File: config.mk
export PLATFORM = sky130hd
export DESIGN_NAME = seq_shifter
export DESIGN_NICKNAME = d
export VERILOG_FILES = /design/src/rtl/seq_shifter_pkg.sv /design/src/rtl/seq_shifter_step.sv /design/src/rtl/seq_shifter.sv
export SDC_FILE = /design/constraint.sdc
export NUM_CORES = 1
export LEC_CHECK = 0
export ABC_CLOCK_PERIOD_IN_PS = 2500
export CORE_MARGIN = 2
export CORE_UTILIZATION = 46
export DETAILED_ROUTE_END_ITERATION = 7
export PLACE_DENSITY = 0.73
export RECOVER_POWER = 100
export SETUP_SLACK_MARGIN = 0.2
export SLEW_MARGIN = 20
export SYNTH_ARGS = -nofsm -noshare
export SYNTH_HDL_FRONTEND = slang
export SYNTH_SLANG_ARGS = --single-unit
File: constraint.sdc
create_clock -name clk -period 2.5 [get_ports clk]
set_input_delay 0.5 -clock clk [delete_from_list [all_inputs] [get_ports clk]]
set_output_delay 0.5 -clock clk [all_outputs]
set_load 0.005 [all_outputs]
File: src/rtl/seq_shifter_pkg.sv
// seq_shifter_pkg: shared mode and FSM state encodings for the sequential
// shift/rotate unit, plus a helper that classifies modes.
package seq_shifter_pkg;

  // Operation encodings (kept compatible with the 4-bit combinational shifter)
  localparam logic [2:0] MODE_PASS = 3'b000;
  localparam logic [2:0] MODE_SHL  = 3'b001;
  localparam logic [2:0] MODE_SHR  = 3'b010;
  localparam logic [2:0] MODE_SAR  = 3'b011;
  localparam logic [2:0] MODE_ROL  = 3'b100;
  localparam logic [2:0] MODE_ROR  = 3'b101;
  localparam logic [2:0] MODE_REV  = 3'b110;
  localparam logic [2:0] MODE_CLR  = 3'b111;

  // FSM state encodings
  localparam logic [1:0] ST_IDLE  = 2'b00;
  localparam logic [1:0] ST_SHIFT = 2'b01;
  localparam logic [1:0] ST_DONE  = 2'b10;

  // Modes that walk one bit per clock; the others resolve on the accept edge
  function automatic logic is_multi_cycle(input logic [2:0] mode);
    return !((mode == MODE_PASS) || (mode == MODE_REV) || (mode == MODE_CLR));
  endfunction

endpackage

File: src/rtl/seq_shifter_step.sv
// seq_shifter_step: combinational single-position shift/rotate step.
// Produces the next working value and the bit that left the boundary.
// Non-shifting modes pass data through with a zero out bit.
module seq_shifter_step
  import seq_shifter_pkg::*;
#(
  parameter int WIDTH = 8
) (
  input  logic [WIDTH-1:0] data,
  input  logic [2:0]       mode,
  output logic [WIDTH-1:0] next_data,
  output logic             out_bit
);

  // One-position move selected by mode
  always_comb begin
    next_data = data;
    out_bit   = 1'b0;
    case (mode)
      MODE_SHL: begin
        next_data = {data[WIDTH-2:0], 1'b0};
        out_bit   = data[WIDTH-1];
      end
      MODE_SHR: begin
        next_data = {1'b0, data[WIDTH-1:1]};
        out_bit   = data[0];
      end
      MODE_SAR: begin
        next_data = {data[WIDTH-1], data[WIDTH-1:1]};
        out_bit   = data[0];
      end
      MODE_ROL: begin
        next_data = {data[WIDTH-2:0], data[WIDTH-1]};
        out_bit   = data[WIDTH-1];
      end
      MODE_ROR: begin
        next_data = {data[0], data[WIDTH-1:1]};
        out_bit   = data[0];
      end
      default: begin
        next_data = data;
        out_bit   = 1'b0;
      end
    endcase
  end

endmodule

File: src/rtl/seq_shifter.sv
// seq_shifter: multi-cycle shift/rotate engine, one bit position per clock.
// start is accepted in IDLE or DONE; busy is high in SHIFT, done pulses in DONE.
// Optional flags (zero, cout) are built when SEQ_SHIFTER_FLAGS_EN is defined.
module seq_shifter
  import seq_shifter_pkg::*;
#(
  parameter  int WIDTH = 8,
  localparam int AW    = $clog2(WIDTH)
) (
  input  logic             clk,
  input  logic             rst,
  input  logic             start,
  input  logic [WIDTH-1:0] a,
  input  logic [2:0]       mode,
  input  logic [AW-1:0]    amt,
  output logic [WIDTH-1:0] r,
  output logic             busy,
  output logic             done
`ifdef SEQ_SHIFTER_FLAGS_EN
  ,
  output logic             zero,
  output logic             cout
`endif
);

  if ((WIDTH < 4) || ((WIDTH & (WIDTH - 1)) != 0)) begin : g_bad_width
    $error("seq_shifter: WIDTH must be a power of two and at least 4");
  end

  localparam logic [AW-1:0] CNT_ONE = {{(AW-1){1'b0}}, 1'b1};

  logic [1:0]       state_r;
  logic [WIDTH-1:0] work_r;
  logic [AW-1:0]    cnt_r;
  logic [2:0]       mode_r;
  logic [WIDTH-1:0] rev_s;
  logic [WIDTH-1:0] load_s;
  logic [AW-1:0]    load_cnt_s;
  logic [WIDTH-1:0] step_data_s;
  logic             step_out_s;

  seq_shifter_step #(.WIDTH(WIDTH)) u_step (
    .data      (work_r),
    .mode      (mode_r),
    .next_data (step_data_s),
    .out_bit   (step_out_s)
  );

  // Bit-reversed operand for the reverse mode
  always_comb begin
    rev_s = '0;
    for (int i = 0; i < WIDTH; i++) begin
      rev_s[i] = a[WIDTH-1-i];
    end
  end

  // Working value and count loaded on the accept edge
  always_comb begin
    load_s     = a;
    load_cnt_s = '0;
    if (is_multi_cycle(mode)) begin
      load_s     = a;
      load_cnt_s = amt;
    end else if (mode == MODE_REV) begin
      load_s     = rev_s;
      load_cnt_s = '0;
    end else if (mode == MODE_CLR) begin
      load_s     = '0;
      load_cnt_s = '0;
    end else begin
      load_s     = a;
      load_cnt_s = '0;
    end
  end

`ifdef SEQ_SHIFTER_FLAGS_EN
  logic last_r;

  // Last bit shifted out; cleared on accept so zero-step ops report 0
  always_ff @(posedge clk) begin
    if (rst) begin
      last_r <= 1'b0;
    end else if (((state_r == ST_IDLE) || (state_r == ST_DONE)) && start) begin
      last_r <= 1'b0;
    end else if ((state_r == ST_SHIFT) && (cnt_r != '0)) begin
      last_r <= step_out_s;
    end else begin
      last_r <= last_r;
    end
  end

  // Flags update together with r when an operation completes
  always_ff @(posedge clk) begin
    if (rst) begin
      zero <= 1'b0;
      cout <= 1'b0;
    end else if ((state_r == ST_SHIFT) && (cnt_r == '0)) begin
      zero <= (work_r == '0);
      cout <= last_r;
    end else begin
      zero <= zero;
      cout <= cout;
    end
  end
`else
  logic unused_s;
  assign unused_s = step_out_s;
`endif

  // Control FSM, working register, counter and registered outputs
  always_ff @(posedge clk) begin
    if (rst) begin
      state_r <= ST_IDLE;
      work_r  <= '0;
      cnt_r   <= '0;
      mode_r  <= MODE_PASS;
      r       <= '0;
      busy    <= 1'b0;
      done    <= 1'b0;
    end else begin
      case (state_r)
        ST_IDLE, ST_DONE: begin
          if (start) begin
            state_r <= ST_SHIFT;
            work_r  <= load_s;
            cnt_r   <= load_cnt_s;
            mode_r  <= mode;
            busy    <= 1'b1;
            done    <= 1'b0;
          end else begin
            state_r <= ST_IDLE;
            busy    <= 1'b0;
            done    <= 1'b0;
          end
        end
        ST_SHIFT: begin
          if (cnt_r != '0) begin
            work_r <= step_data_s;
            cnt_r  <= cnt_r - CNT_ONE;
          end else begin
            r       <= work_r;
            state_r <= ST_DONE;
            busy    <= 1'b0;
            done    <= 1'b1;
          end
        end
        default: begin
          state_r <= ST_IDLE;
          busy    <= 1'b0;
          done    <= 1'b0;
        end
      endcase
    end
  end

endmodule

; After elaboration in Yosys (flattened, before gate mapping)
; Index checks and enable logic that the tools add are counted.
[classes]
multipliers = 0
n_eq_ne = 15
mux = 17
addsub = 1
div = 0
shifts = 0
bitwise_logic = 2
n_reduce_logical = 13
order_cmp = 0
[op_table]
columns = cell, count
row1 = 8-bit two-way mux, 5
row2 = 8-bit case mux with 5 select lines, 1
row3 = 8-bit case mux with 2 select lines, 1
row4 = 3-bit equality test (second input constant), 4
row5 = 3-bit two-way mux, 3
row6 = 2-bit != test (second input constant), 4
row7 = 3-bit by 2-bit equality test with 1-bit output (second input constant), 2
row8 = 6-bit by 1-bit != test with 1-bit output (second input constant), 1
row9 = 3-bit case mux with 2 select lines, 1
row10 = 5-bit by 1-bit != test with 1-bit output (second input constant), 1
row11 = 5-bit AND reduction, 1
row12 = 2-bit case mux with 2 select lines, 1
row13 = 2-bit AND reduction, 2
row14 = 4-bit AND reduction, 1
row15 = 2-bit OR reduction, 2
row16 = 3-bit by 1-bit equality test with 1-bit output (second input constant), 1
row17 = 3-bit zero test, 1
row18 = 1-bit two-way mux, 3
row19 = 3-bit AND reduction, 1
row20 = 3-bit nonzero test, 1
row21 = 3-bit by 1-bit subtractor with 3-bit output (second input constant), 1
row22 = 2-bit by 1-bit equality test with 1-bit output (second input constant), 1
row23 = 2-bit equality test (second input constant), 1
row24 = 2-bit zero test, 1
row25 = 5 further kinds, 7
[totals]
romBits = 0
register_bits = 26
mem_count = 0
ram_bits = 0
latch_bits = 0

; Longest topological paths before layout
; Gate-level depths: netlist of the first run.
[depth]
depth_word = 6
mapped_depth = 6

; Cells and area by module
; Synthesis of the first run repeated with hierarchy kept, for this count alone.
[unflattened]
hier_cells = 188
area_unflattened_um2 = 1635.3
[modules_own_cells]
columns = mod, seq_area_each_um2, cells_per_inst, area_per_inst_um2, instances
row1 = seq_shifter, 520.5, 129, 1227.4, 1
row2 = seq_shifter_step, 0.0, 59, 407.9, 1

; Worst setup path after synthesis of the first run
; No wires, ideal clock.
[synth_path]
path_type = input-to-reg
from = in mode[0]
to = reg cnt_r[1]
t_arrival_ps = 1452
slack_ps = 914
cell_stages = 5
path_buffers = 1
setup_ps = 134
required_time_ps = 2366
cell_sequence = buf_6 > or3_1 > and2_4 > a311oi_2 > a211oi_1
[synth_via]
elab_chain_cells = 6
[synth_rtl]
columns = element, line_no
row1 = start: declaration, seq_shifter.sv:14  ; input logic [2:0] mode,
row2 = 3-bit equality test / 3-bit zero test (equally long branches), seq_shifter_pkg.sv:22  ; return !((mode == MODE_PASS) || (mode == MODE_REV) || (mode == MODE_CLR));
row3 = 1-bit logical OR, seq_shifter_pkg.sv:22
row4 = 1-bit logical OR (*), seq_shifter_pkg.sv:22
row5 = 3-bit two-way mux (*), seq_shifter.sv:61  ; if (is_multi_cycle(mode)) begin
row6 = 3-bit two-way mux (*), seq_shifter.sv:123  ; if (start) begin
row7 = 3-bit case mux with 2 select lines (*), seq_shifter.sv:121  ; case (state_r)
row8 = end signal: assignment, seq_shifter.sv:126  ; cnt_r <= load_cnt_s;
row9 = end signal: assignment, seq_shifter.sv:139  ; cnt_r <= cnt_r - CNT_ONE;
row10 = end: declaration, seq_shifter.sv:34  ; logic [AW-1:0] cnt_r;
; Every way passes the cells marked *; elsewhere a longest branch is shown, timed or not. The select of a mux whose other input is x is not followed.
; A chain may end at the register's enable or synchronous reset.

; Worst setup path after layout of the first run
[layout_path]
from = in start
to = reg work_r[5]
[layout_via]
elab_chain_cells = 2
[layout_rtl]
columns = element, line_no
row1 = start: declaration, seq_shifter.sv:12  ; input logic start,
row2 = 2-bit != test (no source line), --
row3 = 4-bit AND reduction (no source line), --
row4 = end signal: assignment, seq_shifter.sv:125  ; work_r <= load_s;
row5 = end signal: assignment, seq_shifter.sv:138  ; work_r <= step_data_s;
row6 = end: declaration, seq_shifter.sv:33  ; logic [WIDTH-1:0] work_r;
; Every way passes these cells.

==> out/metrics.csv, run 1 <==
metric,value,unit
outcome,completed,
finalSetupViolations,0,
crit_fanout,10,
yosys_warnings,0,
ys_types,35,
avgSynthCellArea,8.04,sq um
grt_overflow,0,
yosysSeqAreaShare,36.8,%
cts_tree,done,
ios,27,
io_buffers,26,
grt_setup_unrepaired,no,
worstPathArrival,2.27,ns
drive_above_1_share,6.25,%
grt_pass1_vias,1173,
slew_violations,0,
crit_required,2.77,ns
vias,1274,
crit_type,in2reg,
grt_start_max_net_pins,20,
ir_worst_vdd,413,uV
routed_wl,2.93,mm
numCtsBuffers,3,
synth-main-ff-cell,dfxtp_1,
relSlewSlack,54.0,%
syn_area,0.00136,sq mm
maxCapViolations,0,
hp-class,reg2reg,
clk_pin_slew,0.13,ns
p_leak,0.620,nW
stdcell_area,0.00164,sq mm
grt_pass1_wl,4.94,mm
crit_path_start,start,
globalplace.congestion,0.892,
dp_hpwl,2.31,mm
ys_seq_elements,25,
start_util,48.9,%
fp.coreArea,0.00278,sq mm
reg2reg_from,cnt_r[0]$_SDFFE_PP0P_,
cts.htree.levels,1,
clock_sinks,25,
synthCells,169,
drc_errors,0,
clock-root-buffer,clkbuf_4,
nNetsFinal,212,
syn_nets,188,
dr.pass1.iters,4,
post_cts_buffers,0,
antenna_found_initial,0,
power.density,517,mW/mm^2
vias_per_cell,5.71,
track_usage,18.3,%
fin_crit_sh,80.2,%
min_period,2.01,ns
tightest_slew,0.685,ns
max_freq,0.499,GHz
clock_latency,0.32,ns
dpl_cell_area,0.00162,sq mm
hold_violations,0,
routedWlPerCell,13.1,um
finClkSkew,0.00814,ns
ant_nets,0,
fin_hold_ws,0.463,ns
drt-initial-drc-count,34,
die_w,58.4,um
antenna_cells,0,
fin_setup_tns,0,ns
min_from,r[1]$_SDFFE_PP0P_,
fp.dieH,58.4,um
start_kind,input port,
synth_edf_count,0,
cts_buffer_depth,2,
endpoint_kind,register,
dp.cells,219,
area_growth,20.4,%
hold_buffers,0,
dieArea,0.00340,sq mm
post_cts_resize_count,0,
fin_cells,223,
rows,19,
ys_async_sr_fraction,0,%
==> path summary, 6_finish.rpt <==
| check | endpoint | slack, ns | cells after the start |
|---|---|---|---|
| hold / removal | r[1]$_SDFFE_PP0P_ | 0.46 | 2 |
| setup / recovery | work_r[5]$_SDFFE_PP0P_ | 0.49 | 5 |
| setup reg to reg | work_r[5]$_SDFFE_PP0P_ | 0.64 | 6 |
| hold reg to reg | r[1]$_SDFFE_PP0P_ | 0.46 | 2 |
==> cell usage after synthesis (4+ instances only) <==
cell type	number	area (sq um)
nand2_1	30	113
dfxtp_1	25	500
nand3_1	13	65.1
a21oi_1	12	60.1
inv_1	10	37.5
o21ai_0	10	50.1
nor2_1	8	30.0
o311ai_0	8	70.1
a32o_1	7	70.1
clkbuf_1	4	15.0
==> cell families after synthesis <==
group	after synthesis	share of synthesized area, %
AO/OA/AOI/OAI	47	25.6
buffers and inverters	20	7.18
flip-flops	25	36.8
adder cells (fa/ha/maj)	2	1.84
AND/OR/NAND/NOR	72	26.3
multiplexers	3	2.21
==> per-stage QoR <==
step | utilization [%] | setup slack [ns] | power [mW]
after global placement | 58.3 | 0.467 | 0.667
after detailed placement | 58.3 | 0.436 | 0.675
after CTS | 59.2 | 0.752 | 0.854
after floorplan | - | 0.914 | 0.606
after global routing | 58.8 | 0.339 | 0.897
final | 58.8 | 0.495 | 0.846
==> worst max-delay path, stage by stage <==
cell and delay (ns):
dlygate4sd3_1 0.51, nor2b_1 0.29, a21oi_4 0.11, nor3_1 0.60, a32o_1 0.26
==> layout make-up <==
class                      count  area [sq um]
clock inverter                 1          5.00
timing repair buffer          29           279
sequential                    25           500
multi-input combinational    124           753
inverter                      10          37.5
tap                           31          38.8
clock buffer                   3          22.5
fill                         272          1140
==> layout by cell type (no fill, tap or decap), types with 2 or more instances in the layout <==
| master | n |
|---|---|
| mux2i_1 | 3 |
| dlygate4sd3_1 | 13 |
| nand3_1 | 13 |
| buf_4 | 2 |
| a21oi_1 | 12 |
| o311ai_0 | 8 |
| clkdlybuf4s50_1 | 13 |
| a211oi_1 | 3 |
| inv_1 | 10 |
| o21ai_0 | 10 |
| a32o_1 | 7 |
| nand3b_1 | 3 |
| clkbuf_4 | 3 |
| ha_1 | 2 |
| nor3_1 | 4 |
| nand2b_1 | 3 |
| and2b_1 | 2 |
| nor2b_1 | 3 |
| nand2_1 | 30 |
| dfxtp_1 | 25 |
| nor2_1 | 8 |
==> flip-flops by register name, indices dropped and copies added (netlist names) <==
signal and cells:
work_r 8, r 8, cnt_r 3, mode_r 3
state_r 2, done 1
==> per-layer routing <==
metal	vias to the layer above	part of all wire (%)	track usage, %	routed length (um)
li1	652	-	-	-
met1	588	48	23.3	1390
met2	30	47	31.1	1380
met3	4	3.5	3.08	102
met4	0	1.5	6.64	45
met5	-	0	0	0
==> power by group <==
part	switching (mW)	total [mW]	internal (mW)
Clock	0.125	0.185	0.0599
Combinational	0.107	0.202	0.0952
Sequential	0.0309	0.459	0.428
Total	0.262	0.846	0.583
Power figures use the tool's default switching activity.
==> run 2, diff against run 1 <==
--- a/config.mk
+++ b/config.mk
@@ -5,7 +5,7 @@
 export SDC_FILE = /design/constraint.sdc
 export NUM_CORES = 1
 export LEC_CHECK = 0
-export ABC_CLOCK_PERIOD_IN_PS = 2500
+export ABC_CLOCK_PERIOD_IN_PS = 1850
 export CORE_MARGIN = 2
 export CORE_UTILIZATION = 46
 export DETAILED_ROUTE_END_ITERATION = 7
==> constraint.sdc (replaced) <==
create_clock -name clk -period 1.85 [get_ports clk]
set_input_delay 0.37 -clock clk [delete_from_list [all_inputs] [get_ports clk]]
set_output_delay 0.37 -clock clk [all_outputs]
set_load 0.005 [all_outputs]
==> out/metrics.csv, run 2 (synthesis results as in run 1) <==
metric,value,unit
dr.pass1.iters,4,
antenna_cells,0,
fp.coreArea,0.00278,sq mm
grt.met2_usage,36.0,%
ios,27,
cts.htree.levels,1,
ant_nets,0,
start_util,48.9,%
rows,19,
track_usage,20.7,%
cts_tree,done,
biggestRegsByFlops,"r: 8 flops, work_r: 8 flops",
tightest_slew,0.463,ns
grt_pass1_wl,5.53,mm
p_leak,0.651,nW
crit_required,2.07,ns
dieArea,0.00340,sq mm
dpl_cell_area,0.00168,sq mm
hold_depth,2,
drt-initial-drc-count,55,
min_to,r[1]$_SDFFE_PP0P_,
final_util,60.6,%
final_common_cell,nand2_1,
power.density,686,mW/mm^2
grt_pass1_vias,1289,
die_w,58.4,um
clock_sinks,25,
fin_crit_sh,87.0,%
min_from,r[1]$_SDFFE_PP0P_,
mostFrequentLayoutCells,"30 x nand2_1, 23 x dfxtp_1, 15 x clkdlybuf4s50_1, 13 x a21oi_1, 13 x nand3_1",
endpoint_kind,register,
numCtsBuffers,3,
r2r_cells,7,
hp-class,reg2reg,
worstPathArrival,1.83,ns
busiest_layer,met2,
reg2reg_from,cnt_r[0]$_SDFFE_PP0P_,
r2r_end,work_r[6]$_SDFFE_PP0P_,
drc_errors,0,
grt_start_max_net_pins,18,
globalplace.congestion,0.963,
routedWlPerCell,13.9,um
grt_setup_unrepaired,no,
antenna_found_initial,0,
clock-root-buffer,clkbuf_4,
crit_fanout,7,
clock_latency,0.31,ns
fp.dieH,58.4,um
stdcell_area,0.00169,sq mm
r2r_slack,0.24,ns
start_kind,input port,
maxCapViolations,0,
vias_per_cell,5.90,
hold_violations,0,
cts_buffer_depth,2,
max_freq,0.621,GHz
nNetsFinal,218,
area_growth,24.0,%
dp_hpwl,2.50,mm
min_period,1.61,ns
grtUsageMet3,3.74,%
vias,1351,
use_met1,26.0,%
ir_worst_vdd,439,uV
io_buffers,26,
finalSetupViolations,0,
slew_violations,0,
hold_buffers,0,
finClkSkew,0.00658,ns
outcome,completed,
crit_type,in2reg,
clk_pin_slew,0.13,ns
drive_above_1_share,9.60,%
relSlewSlack,69.0,%
grt_overflow,0,
routed_wl,3.18,mm
post_cts_buffers,0,
run 2: changes by cell type in the layout (fill, tap and decap cells not counted), moves of 2 or more:
cell | previous run | this run
clkdlybuf4s50_1 | 13 | 15
dlygate4sd3_1 | 13 | 11
buf_4 | 2 | 7
dfxtp_2 | 0 | 2
dfxtp_1 | 25 | 23
run 2: layer usage:
metal / vias to the layer above / wire length (um) / share of wire [%]
li1: 674 / - / -
met1: 622 / 1390 / 44
met2: 51 / 1570 / 49
met3: 4 / 194 / 6.1
met4: 0 / 29 / 0.91
met5: - / 0 / 0
run 2: worst max-delay path, cell delays in order:
cell and delay [ns]:
dlygate4sd3_1 0.52, nor2b_1 0.14, a21oi_1 0.30, nor3_2 0.08, buf_4 0.17, a32o_1 0.24
run 2: layout make-up:
class	count	area [sq um]
clock buffers	4	26.3
flip-flops and latches	25	503
fillers	274	1100
inverters	10	37.5
repair buffers	35	337
well taps	31	38.8
multi-input cells	124	743
run 2: how the worst max path moves through the flow:
stage                                  from                      to  slack [ns]  depth (start not counted)
floorplan                           mode[0]   cnt_r[1]$_SDFFE_PP0P_        0.39                          5
global placement                    mode[0]   cnt_r[1]$_SDFFE_PP0P_        0.05                          5
detailed placement                  mode[0]   cnt_r[1]$_SDFFE_PP0P_       -0.01                          5
CTS                 state_r[0]$_SDFFE_PP0P_                    busy        0.25                          1
global route          cnt_r[0]$_SDFFE_PP0P_  work_r[6]$_SDFFE_PP0P_        0.11                          7
finish                                start  work_r[6]$_SDFFE_PP0P_        0.24                          6
run 2: timing repair:
action,in CTS,in global routing
resized for setup,0,3
setup endpoints to repair,0,4
endpoints found under the hold margin,0,0
run 2: power by group:
part	switching [mW]	leakage, nW	internal, mW
combinational	0.149	0.431	0.143
sequential	0.0417	0.205	0.579
clock	0.159	0.0150	0.0843
run 2: metrics by stage:
stage	hold WS, ns	TNS (ns)	setup WS (ns)	power (mW)	cells
2_1_floorplan	0.450	0	0.394	0.818	169
3_3_place_gp	0.442	0	0.0541	0.919	225
3_5_place_dp	0.447	-0.0120	-0.0120	0.935	225
4_1_cts	0.465	0	0.246	1.17	229
5_1_grt	0.478	0	0.110	1.22	229
6_report	0.461	0	0.240	1.16	229
==> edit 1 (config.mk and constraints of run 2) <==
The option `SEQ_SHIFTER_FLAGS_EN` is turned on by a define.
--- a/src/rtl/seq_shifter.sv
+++ b/src/rtl/seq_shifter.sv
@@ -2,4 +2,6 @@
 // start is accepted in IDLE or DONE; busy is high in SHIFT, done pulses in DONE.
 // Optional flags (zero, cout) are built when SEQ_SHIFTER_FLAGS_EN is defined.
+`define SEQ_SHIFTER_FLAGS_EN
+
 module seq_shifter
   import seq_shifter_pkg::*;
Function (old outputs only; new: cout and zero): kept (Yosys induction, for registers that start in step).
==> edit 1 against run 2 <==
Maximum frequency decreased by 0.98%. Via count increased by 10%. Wire length increased by 12%. Hold slack improved by 0.0012 ns. Combinational power increased by 20%. Power increased by 16%. Register-to-register slack improved by 0.02 ns. Clock power increased by 23%. Sequential cell count increased by 3. Setup slack got worse by 0.016 ns. Synthesized area increased by 12%. Design area increased by 15%. Critical path type is now register to output pin. Largest power group unchanged. Highest routed layer unchanged.
==> edit 1: results (changes against run 2) <==
Area contributors post-synth dfxtp_1 (37%), nand2_1 (8.1%), a21oi_1 (5.2%); Lkg Pwr 0.740 nW (+14%); met1 wire length 1570 um (+13%); met3 GRT Util 0.0378 (+0.000452); adder-cell share of the synthesized area 0.0164 (-0.00204); detailed placer's ending HPWL 2740 um (+9.8%); HP Start r[4]; met2 Resource Use GR 0.353 (-0.00617); Clock Skew 0.00156 ns (-0.00502 ns); number of fill cells in the layout 298 (+8.8%); CP arrival 1.26 ns (-0.57 ns); GRT Overall Usage 0.204 (-0.00313); Net count, final 239 (+9.6%); synth unique cells 45 (+29%); fraction of layout cells with a size suffix above 1 0.0959 (about the same); number of global-route vias before repair 1395 (+8.2%); Post-Route WL 3550 um (+12%); met1 usage 0.251 (-0.00903); Compound-Gate Fraction of Synth Area 0.256 (-0.000457); DP Area 1900 um^2 (+13%); Placed Instances 259 (+15%); pin count of the biggest net entering global routing 22 (+4); Seq/Total Area, Yosys 0.367 (-0.00141); CP peak stage delay 0.58 ns (+0.06 ns); IO Port Bufs 28 (+7.7%); Routed met2 length 1730 um (+10%); routability cong. 0.922 (-4.3%); first-pass GRT wire length 5890 um (+6.6%); Syn Nets 207 (+10%); outcome completed; critical path fanouts, max 2 (-5); met3 routed WL 205 um (+5.7%)
==> edit 1: power groups by stage <==
stage                     registers (W)  clock network (W)  logic [W]
after floorplan                0.000690                  0   0.000233
after global placement         0.000703                  0   0.000340
after detailed placement       0.000707                  0   0.000355
after CTS                      0.000693           0.000309   0.000355
after global routing           0.000701           0.000337   0.000384
final                          0.000695           0.000299   0.000349
==> edit 1: worst paths after layout <==
kind | to | slack [ns] | cells after the start
setup / recovery | done | 0.22 | 1
hold / removal | r[4] | 0.46 | 2
setup reg to reg | work_r[2] | 0.26 | 6
hold reg to reg | r[4] | 0.46 | 2
==> edit 1: cell type report <==
cell class                 instances  share of cell area
clock buffer                       4              0.0187
timing repair buffer              38               0.193
sequential                        28               0.290
inverter                           8              0.0155
multi-input combinational        141               0.454
tap                               44              0.0284
==> edit 1: worst min-delay path, stage by stage, from the launching register on <==
cell and delay [ns]:
dfxtp_1 0.33, nand2_1 0.05, a21oi_1 0.05
==> edit 2 (config.mk and constraints of run 2) <==
Without the edit above. Add an input register stage for `a`, `mode` and `amt`, without a reset; this delays them by one clock. The other inputs are not delayed to match.
--- a/src/rtl/seq_shifter.sv
+++ b/src/rtl/seq_shifter.sv
@@ -23,4 +23,14 @@
 `endif
 );
+
+  logic [WIDTH-1:0] a_q;
+  logic [2:0] mode_q;
+  logic [AW-1:0] amt_q;
+
+  always_ff @(posedge clk) begin
+    a_q    <= a;
+    mode_q <= mode;
+    amt_q  <= amt;
+  end
 
   if ((WIDTH < 4) || ((WIDTH & (WIDTH - 1)) != 0)) begin : g_bad_width
@@ -51,5 +61,5 @@
     rev_s = '0;
     for (int i = 0; i < WIDTH; i++) begin
-      rev_s[i] = a[WIDTH-1-i];
+      rev_s[i] = a_q[WIDTH-1-i];
     end
   end
@@ -57,17 +67,17 @@
   // Working value and count loaded on the accept edge
   always_comb begin
-    load_s     = a;
+    load_s     = a_q;
     load_cnt_s = '0;
-    if (is_multi_cycle(mode)) begin
-      load_s     = a;
-      load_cnt_s = amt;
-    end else if (mode == MODE_REV) begin
+    if (is_multi_cycle(mode_q)) begin
+      load_s     = a_q;
+      load_cnt_s = amt_q;
+    end else if (mode_q == MODE_REV) begin
       load_s     = rev_s;
       load_cnt_s = '0;
-    end else if (mode == MODE_CLR) begin
+    end else if (mode_q == MODE_CLR) begin
       load_s     = '0;
       load_cnt_s = '0;
     end else begin
-      load_s     = a;
+      load_s     = a_q;
       load_cnt_s = '0;
     end
@@ -125,5 +135,5 @@
             work_r  <= load_s;
             cnt_r   <= load_cnt_s;
-            mode_r  <= mode;
+            mode_r  <= mode_q;
             busy    <= 1'b1;
             done    <= 1'b0;
Function: changed (Yosys sat finds a counterexample within 4 cycles, from zero or initial values and one cycle with rst high).
==> edit 2 against run 2 <==
Sequential cell count increased by 14. Die area is 21% higher. Utilization is 2.8 points lower. Global-route usage fell by 4.2 points. Power up 40%. Clock skew grew 0.00061 ns. Synthesized area rose by 23%. Sequential share of layout area rose by 9.7 points. Setup slack lost 0.064 ns. Count of clock-buffer cells in the layout up 2. Wire length is 3.4% lower. Design area up 17%. Register-to-register slack got worse by 0.05 ns. Sequential power is 53% higher. Critical path type is now register to output pin.
==> edit 2: results (changes against run 2) <==
Clock Skew 0.00719 ns (+0.000612 ns); Detailed Route Iter0 Violations 34 (-38%); Internal 0.00117 W (+45%); Lkg Pwr 0.767 nW (+18%); Area contributors post-synth dfxtp_1 (47%), a21oi_1 (7.2%), nand2_1 (6.8%); outcome completed; Clock Latency Late Sink 0.34 ns (+0.03 ns); Syn Nets 195 (+3.7%); pin count of the biggest net entering global routing 19 (+1); Setup crit end busy; Post-Route WL 3080 um (-3.4%); GRT Overall Usage 0.165 (-0.0422); Placed Instances 241 (+7.1%); critical path fanouts, max 6 (-1); slew margin rel. 0.470 (-0.220); Tmin final 1.67 ns (+0.0637 ns); post-cts resize count 2 (+2); register area 782 um^2 (+55%); Synth Instances 176 (+4.1%); CP arrival 1.30 ns (-0.53 ns); Clk pin slew, worst setup/hold paths 0.10 ns (-0.03 ns); first-pass GRT wire length 5230 um (-5.4%); crit path from state_r[0]; routability cong. 0.814 (-15%); TritonCTS Buffers 5 (+2); Commonest cells post-synth dfxtp_1 (39), nand2_1 (30), a21oi_1 (24); R2R setup slack 0.19 ns (-0.05 ns); Place WS 0.0454 ns (+0.0575 ns); Via Count 1313 (-2.8%); fraction of layout cells with a size suffix above 1 0.104 (+0.00852); H-tree depth 2 (+1); slowest cell on the critical path clkdlybuf4s50_1; Seq/Total Area, Yosys 0.469 (+0.100); DP Area 1930 um^2 (+15%); Pre-antenna DRT Iters 5 (+1); Largest regs a_q (8), r (8), work_r (8); Peak supply drop 0.000535 V (+22%); average wire per standard cell 12.4 um (-10%); number of global-route vias before repair 1215 (-5.7%); synth unique cells 39 (+11%); reg-to-reg endpoint work_r[7]; detailed placer's ending HPWL 2300 um (-7.9%)
==> edit 2: kinds of logic (layout without fill, tap and decap cells) <==
kind of cell	count (synthesis)	in the layout	synth area share
AOI/OAI and AO/OA	52	52	0.214
xor gates and xnor gates	1	1	0.00526
adders and majority gates	2	2	0.0150
buffers and inverters	12	37	0.0473
DFF	39	39	0.469
muxes	7	7	0.0421
and+or+nand+nor	63	63	0.207
==> edit 2: layout make-up <==
type	count	share of cell area
multi-input combinational	125	0.409
inverter	2	0.00380
timing repair buffer	29	0.141
sequential	39	0.396
tap	46	0.0291
clock buffer	6	0.0209
==> edit 2: power groups by stage <==
stage                     Combinational, W  Clock, W  Sequential [W]
final                             0.000291  0.000383        0.000949
after global routing              0.000325  0.000428        0.000958
after CTS                         0.000301  0.000391        0.000949
after detailed placement          0.000300         0        0.000967
after global placement            0.000291         0        0.000965
after floorplan                   0.000233         0        0.000945
==> edit 2: metal layers <==
layer | vias to the layer above | track usage | wire [um]
met2 | 36 | 0.290 | 1520
met5 | - | 0 | 0
met1 | 598 | 0.183 | 1340
met4 | 0 | 0.0638 | 54
met3 | 6 | 0.0528 | 159
li1 | 673 | - | -
==> edit 2: worst min-delay path by stage <==
stage	startpoint	endpoint	slack, ns	depth (start not counted)
5_1_grt	r[7]	r[7]	0.47	2
6_report	r[5]	r[5]	0.46	2
3_5_place_dp	r[7]	r[7]	0.45	2
4_1_cts	mode[2]	mode_q[2]	0.44	1
2_1_floorplan	a[0]	a_q[0]	0.40	0
3_3_place_gp	r[3]	r[3]	0.44	2
==> edit 2: worst reg2reg max path: stages, from the launching register on <==
cell      delay (ns)
dfxtp_1         0.39
inv_1           0.08
ha_1            0.21
nor2b_2         0.18
o21ai_4         0.14
o221ai_1        0.15
a211o_1         0.32
a21oi_2         0.12
